## src/rtl/spike_event_logger.sv

```systemverilog
// rtl/spike_event_logger.sv - spike timestamp logger with event FIFO and 2-byte record readout
// Optional feature macro: SPIKE_LOGGER_ISI_EN (ts field carries the inter-spike interval)
module spike_event_logger #(
  parameter int TS_WIDTH   = 12,
  parameter int FIFO_DEPTH = 8,
  parameter int DROP_WIDTH = 8
) (
  input  logic                        clk,
  input  logic                        rst_n,
  input  logic                        spike_in,
  input  logic                        en,
  input  logic                        ts_clear,
  output logic [7:0]                  rd_data,
  output logic                        rd_valid,
  input  logic                        rd_ready,
  output logic [$clog2(FIFO_DEPTH):0] fifo_level,
  output logic [DROP_WIDTH-1:0]       drop_count,
  output logic                        overflow
);

  localparam int AW = $clog2(FIFO_DEPTH);
  localparam int EW = TS_WIDTH + 1;
  localparam logic [AW:0] FULL_LVL = (AW+1)'(FIFO_DEPTH);

  logic [TS_WIDTH-1:0] ts_q;
  logic [TS_WIDTH-1:0] cap_ts;
  logic                spike_prev;
  logic                phase_q;
  logic                pend_lost_q;
  logic [EW-1:0]       mem [FIFO_DEPTH];
  logic [AW-1:0]       wr_ptr;
  logic [AW-1:0]       rd_ptr;
  logic [EW-1:0]       head;
  logic [13:0]         head_ext;
  logic                evt, full, hs, pop, push, drop;

  // Rising edge of the spike pulse while logging is enabled.
  assign evt  = en & spike_in & ~spike_prev;
  assign full = (fifo_level == FULL_LVL);
  assign rd_valid = (fifo_level != '0);
  assign hs   = rd_valid & rd_ready;
  assign pop  = hs & phase_q;
  // A pop in the same cycle frees the slot, so a push at full is still accepted.
  assign push = evt & (~full | pop);
  assign drop = evt & full & ~pop;

  // Free-running timestamp counter; clear wins over enable.
  always_ff @(posedge clk or negedge rst_n) begin
    if (!rst_n)        ts_q <= '0;
    else if (ts_clear) ts_q <= '0;
    else if (en)       ts_q <= ts_q + 1'b1;
  end

  // Previous spike level, tracked regardless of en so a held spike is one event.
  always_ff @(posedge clk or negedge rst_n) begin
    if (!rst_n) spike_prev <= 1'b0;
    else        spike_prev <= spike_in;
  end

`ifdef SPIKE_LOGGER_ISI_EN
  logic [TS_WIDTH-1:0] isi_q;

  // Interval counter: the event cycle itself is the first en cycle of the next interval.
  always_ff @(posedge clk or negedge rst_n) begin
    if (!rst_n)                    isi_q <= '0;
    else if (ts_clear)             isi_q <= '0;
    else if (evt)                  isi_q <= TS_WIDTH'(1);
    else if (en && (isi_q != '1))  isi_q <= isi_q + 1'b1;
  end

  assign cap_ts = isi_q;
`else
  assign cap_ts = ts_q;
`endif

  // Event storage; contents are only observed through the level-qualified head.
  always_ff @(posedge clk) begin
    if (push) mem[wr_ptr] <= {pend_lost_q, cap_ts};
  end

  // Pointers, occupancy, byte phase and loss bookkeeping.
  always_ff @(posedge clk or negedge rst_n) begin
    if (!rst_n) begin
      wr_ptr      <= '0;
      rd_ptr      <= '0;
      fifo_level  <= '0;
      phase_q     <= 1'b0;
      pend_lost_q <= 1'b0;
      drop_count  <= '0;
      overflow    <= 1'b0;
    end else begin
      if (push) wr_ptr <= wr_ptr + 1'b1;
      if (pop)  rd_ptr <= rd_ptr + 1'b1;
      case ({push, pop})
        2'b10:   fifo_level <= fifo_level + 1'b1;
        2'b01:   fifo_level <= fifo_level - 1'b1;
        default: fifo_level <= fifo_level;
      endcase
      if (hs) phase_q <= ~phase_q;
      if (push)      pend_lost_q <= 1'b0;
      else if (drop) pend_lost_q <= 1'b1;
      if (drop && (drop_count != '1)) drop_count <= drop_count + 1'b1;
      if (drop) overflow <= 1'b1;
    end
  end

  assign head     = mem[rd_ptr];
  assign head_ext = 14'(head[TS_WIDTH-1:0]);

  // Record byte mux: sync-marked header byte first, then the low timestamp byte.
  always_comb begin
    rd_data = '0;
    if (rd_valid) begin
      if (phase_q) rd_data = head_ext[7:0];
      else         rd_data = {1'b1, head[TS_WIDTH], head_ext[13:8]};
    end
  end

endmodule
```

## config.mk

```make
export PLATFORM = sky130hd
export DESIGN_NAME = spike_event_logger
export DESIGN_NICKNAME = d
export VERILOG_FILES = /design/src/rtl/spike_event_logger.sv
export SDC_FILE = /design/constraint.sdc
export NUM_CORES = 1
export LEC_CHECK = 0
export CORE_MARGIN = 3
export CORE_UTILIZATION = 50
export CTS_BUF_LIST = sky130_fd_sc_hd__clkbuf_8
export DETAILED_ROUTE_END_ITERATION = 6
export GPL_TIMING_DRIVEN = 0
export PLACE_DENSITY = 0.69
export SLEW_MARGIN = 20
export SYNTH_ARGS = -nofsm -noshare
export SYNTH_HDL_FRONTEND = slang
export SYNTH_SLANG_ARGS = --single-unit
```

## constraint.sdc

```tcl
create_clock -name clk -period 4.34 [get_ports clk]
set_clock_uncertainty 0.2 [all_clocks]
set_input_delay 0.434 -clock clk [delete_from_list [all_inputs] [get_ports clk]]
set_output_delay 0.434 -clock clk [all_outputs]
set_load 0.05 [all_outputs]
```

==> flow_metrics.env <==
export IMPL_antenna_cells=0
export IMPL_first_iter_violations=115
export IMPL_path_delay_family="buffers and inverters"
export IMPL_fin_crit_ns=3.67
export IMPL_synth_main_ff_cell="edfxtp_1"
export IMPL_cp_slowest_cell="clkdlybuf4s50_1"
export IMPL_maxCapViolCount=0
export IMPL_setup_viol=0
export IMPL_die_x_um=113
export IMPL_drive_gt1_share_pct=25.3
export IMPL_post_drt_wl_per_cell_um=20.0
export IMPL_synth_edf_count=104
export IMPL_avgSynthCellArea_sq_um=17.6
export IMPL_async_reset_ff_share_pct=24.6
export IMPL_rsz0062_at_grt="false"
export IMPL_coreArea_sq_um=11000
export IMPL_place_ws_ns=1.08
export IMPL_yosysUniqueCellTypes=50
export IMPL_drt_vias_per_instance=5.66
export IMPL_cts_tree="done"
export IMPL_yosysWarnings=0
export IMPL_ys_seq_area_share_pct=69.7
export IMPL_io_pin_count=28
export IMPL_worst_path_buf_inv=3
export IMPL_clockBufferDepth=2
export IMPL_use_met3_pct=3.96
export IMPL_worstPathRequired_ns=3.71
export IMPL_area_growth_pct=17.1
export IMPL_netlist_instances=324
export IMPL_clkTransAtPathRegs_ns=0.07
export IMPL_hp_class="in2reg"
export IMPL_dr_pass1_iters=4
export IMPL_hold_violations=0
export IMPL_track_usage_pct=18.4
export IMPL_synth_area_sq_um=5700
export IMPL_ys_ff_latch=138
export IMPL_drc=0
export IMPL_ir_drop_v=0.000365
export IMPL_regToRegSetupSlack_ns=1.67
export IMPL_clk_latency_ns=0.43
export IMPL_antenna_found_initial=0
export IMPL_critPathKind="reg2out"
export IMPL_start_kind="flip-flop"
export IMPL_max_stage_delay_ns=0.87
export IMPL_setup_tns_ns=0
export IMPL_numClockSinks=138
export IMPL_fp_dieH_um=113
export IMPL_worst_setup_path_end_kind="primary output"
export IMPL_relSlewSlack_pct=45.2
export IMPL_holdWs_ns=0.112
export IMPL_power_leakage_nw=2.36
export IMPL_grt_util_met2_pct=27.4
export IMPL_final_max_slew_viol_count=0
export IMPL_grt_busiest_layer="met2"
export IMPL_gp_congestion=0.758
export IMPL_grt_max_degree=29
export IMPL_io_buffers=26
export IMPL_drt_total_wl_mm=10.7
export IMPL_arrival_ns=3.04
export IMPL_dp_hpwl_mm=7.37
export IMPL_vias=3034
export IMPL_crit_chain="buf_2 -> clkbuf_1 -> mux4_2 -> mux2i_1 -> a211oi_1 -> clkdlybuf4s50_1"
export IMPL_die_area_sq_um=12700
export IMPL_grt_pass1_wl_mm=17.3
export IMPL_htreeDepth=4
export IMPL_cts_resized=0
export IMPL_met1_usage_pct=26.0
export IMPL_ant_nets=0
export IMPL_syn_nets=335
export IMPL_pwr_density_cell_nw_per_um2=601
export IMPL_finalPower_w=0.00401
export IMPL_start_util_pct=51.9
export IMPL_grt_overflow_total=0
export IMPL_status="complete, no violations"
export IMPL_nNetsFinal=394
export IMPL_rows=38
export IMPL_tightest_slew_ns=0.821
export IMPL_fmax_mhz=272
export IMPL_setup_ws_ns=0.666
export IMPL_grt_pass1_vias=3158
export IMPL_cts_made_buffers=17
export IMPL_clock_root_buffer="clkbuf_8"
export IMPL_crit_fanout=10
export IMPL_fin_crit_sh_pct=84.7
==> metal layers <==
layer | up-vias | wire, um
li1 | 1401 | -
met1 | 1533 | 4940
met2 | 70 | 5020
met3 | 30 | 453
met4 | 0 | 324
met5 | - | 0
==> report_power, final <==
part	switching, W	leakage, nW	internal, W	total (W)
logic	0.000813	0.778	0.000582	0.00140
clock network	0.000478	0.200	0.000536	0.00101
registers	0.0000968	1.39	0.00150	0.00160
total	0.00139	2.36	0.00262	0.00401
==> path summary, 6_finish.rpt <==
path                          startpoint  cells after the start         end
setup / recovery               rd_ptr[2]                      6  rd_data[2]
hold / removal                        en                      3   cap_ts[0]
setup reg to reg           fifo_level[3]                      6  mem[0][10]
hold reg to reg                 overflow                      1    overflow
max in group asynchronous          rst_n                      3   cap_ts[2]
min in group asynchronous          rst_n                      2   wr_ptr[0]
==> cell usage after synthesis (all sizes together), types with 3 or more instances <==
master,instances,area share (%)
clkbuf,4,0.26
a21oi,5,0.44
nor3,7,0.70
nor2,16,1.1
o21ai,4,0.42
nor4,4,0.81
mux2i,11,1.9
nor2b,4,0.44
nand4,6,0.66
buf,10,1.2
edfxtp,104,55
mux2,4,0.86
and3,3,0.33
nand3,4,0.44
ha,5,1.1
xor2,12,1.8
a211oi,9,1.2
xnor2,11,1.7
nand2,19,1.3
dfrtp,34,15
mux4,26,10
nor4b,3,0.57
==> layout make-up <==
cell class / count / area (sq um)
Clock buffer: 19 / 262
Buffer: 14 / 85.1
Fill cell: 819 / 4310
Tap cell: 140 / 175
Inverter: 1 / 3.75
Multi-Input combinational cell: 171 / 1680
Clock inverter: 13 / 131
Timing Repair Buffer: 40 / 363
Sequential cell: 138 / 3970
==> registers in the layout, indices dropped and copies added (netlist names) <==
signal       count
cap_ts          12
mem            104
drop_count       8
overflow         1
fifo_level       4
pend_lost_q      1
rd_ptr           3
phase_q          1
wr_ptr           3
spike_prev       1
==> logic make-up after synthesis <==
group	after synthesis	share of synthesized area, %
flops	138	69.7
xor+xnor	23	3.53
simple gates	75	7.64
buf+inv	15	1.56
mux	41	13.1
fa+ha+maj	5	1.10
compound gates	27	3.38
==> worst min-delay path, cell delays in order <==
cell	delay, ns
buf_6	0.11
xnor2_1	0.12
nor2_1	0.04
==> stage by stage <==
stage | util (%) | cell area [sq um] | cells
after floorplan | - | 5700 | 324
after global placement | 55.9 | 6130 | 490
after detailed placement | 57.1 | 6270 | 503
after CTS | 60.7 | 6670 | 536
after global routing | 60.7 | 6670 | 536
final | 60.7 | 6670 | 536
==> repair_timing <==
item,4_1_cts,5_1_grt
hold endpoints to repair,34,0
hold buffers,1,0
setup buffers,0,0
==> cells in the final DEF (no fill, tap or decap), types with 4 or more instances in the layout <==
cell	netlist	layout
nor2_1	15	14
nand2_1	19	19
mux2i_1	11	11
dfrtp_1	34	34
ha_1	5	5
buf_4	1	8
buf_2	5	11
edfxtp_1	104	104
clkbuf_8	0	19
clkdlybuf4s50_1	0	25
a211oi_1	9	9
clkbuf_1	4	4
xnor2_1	11	11
mux4_2	26	26
xor2_1	12	12
nor2b_1	4	4
nor3_1	6	4
nand4_1	6	6
a21oi_1	5	5
Power figures use the tool's default switching activity.
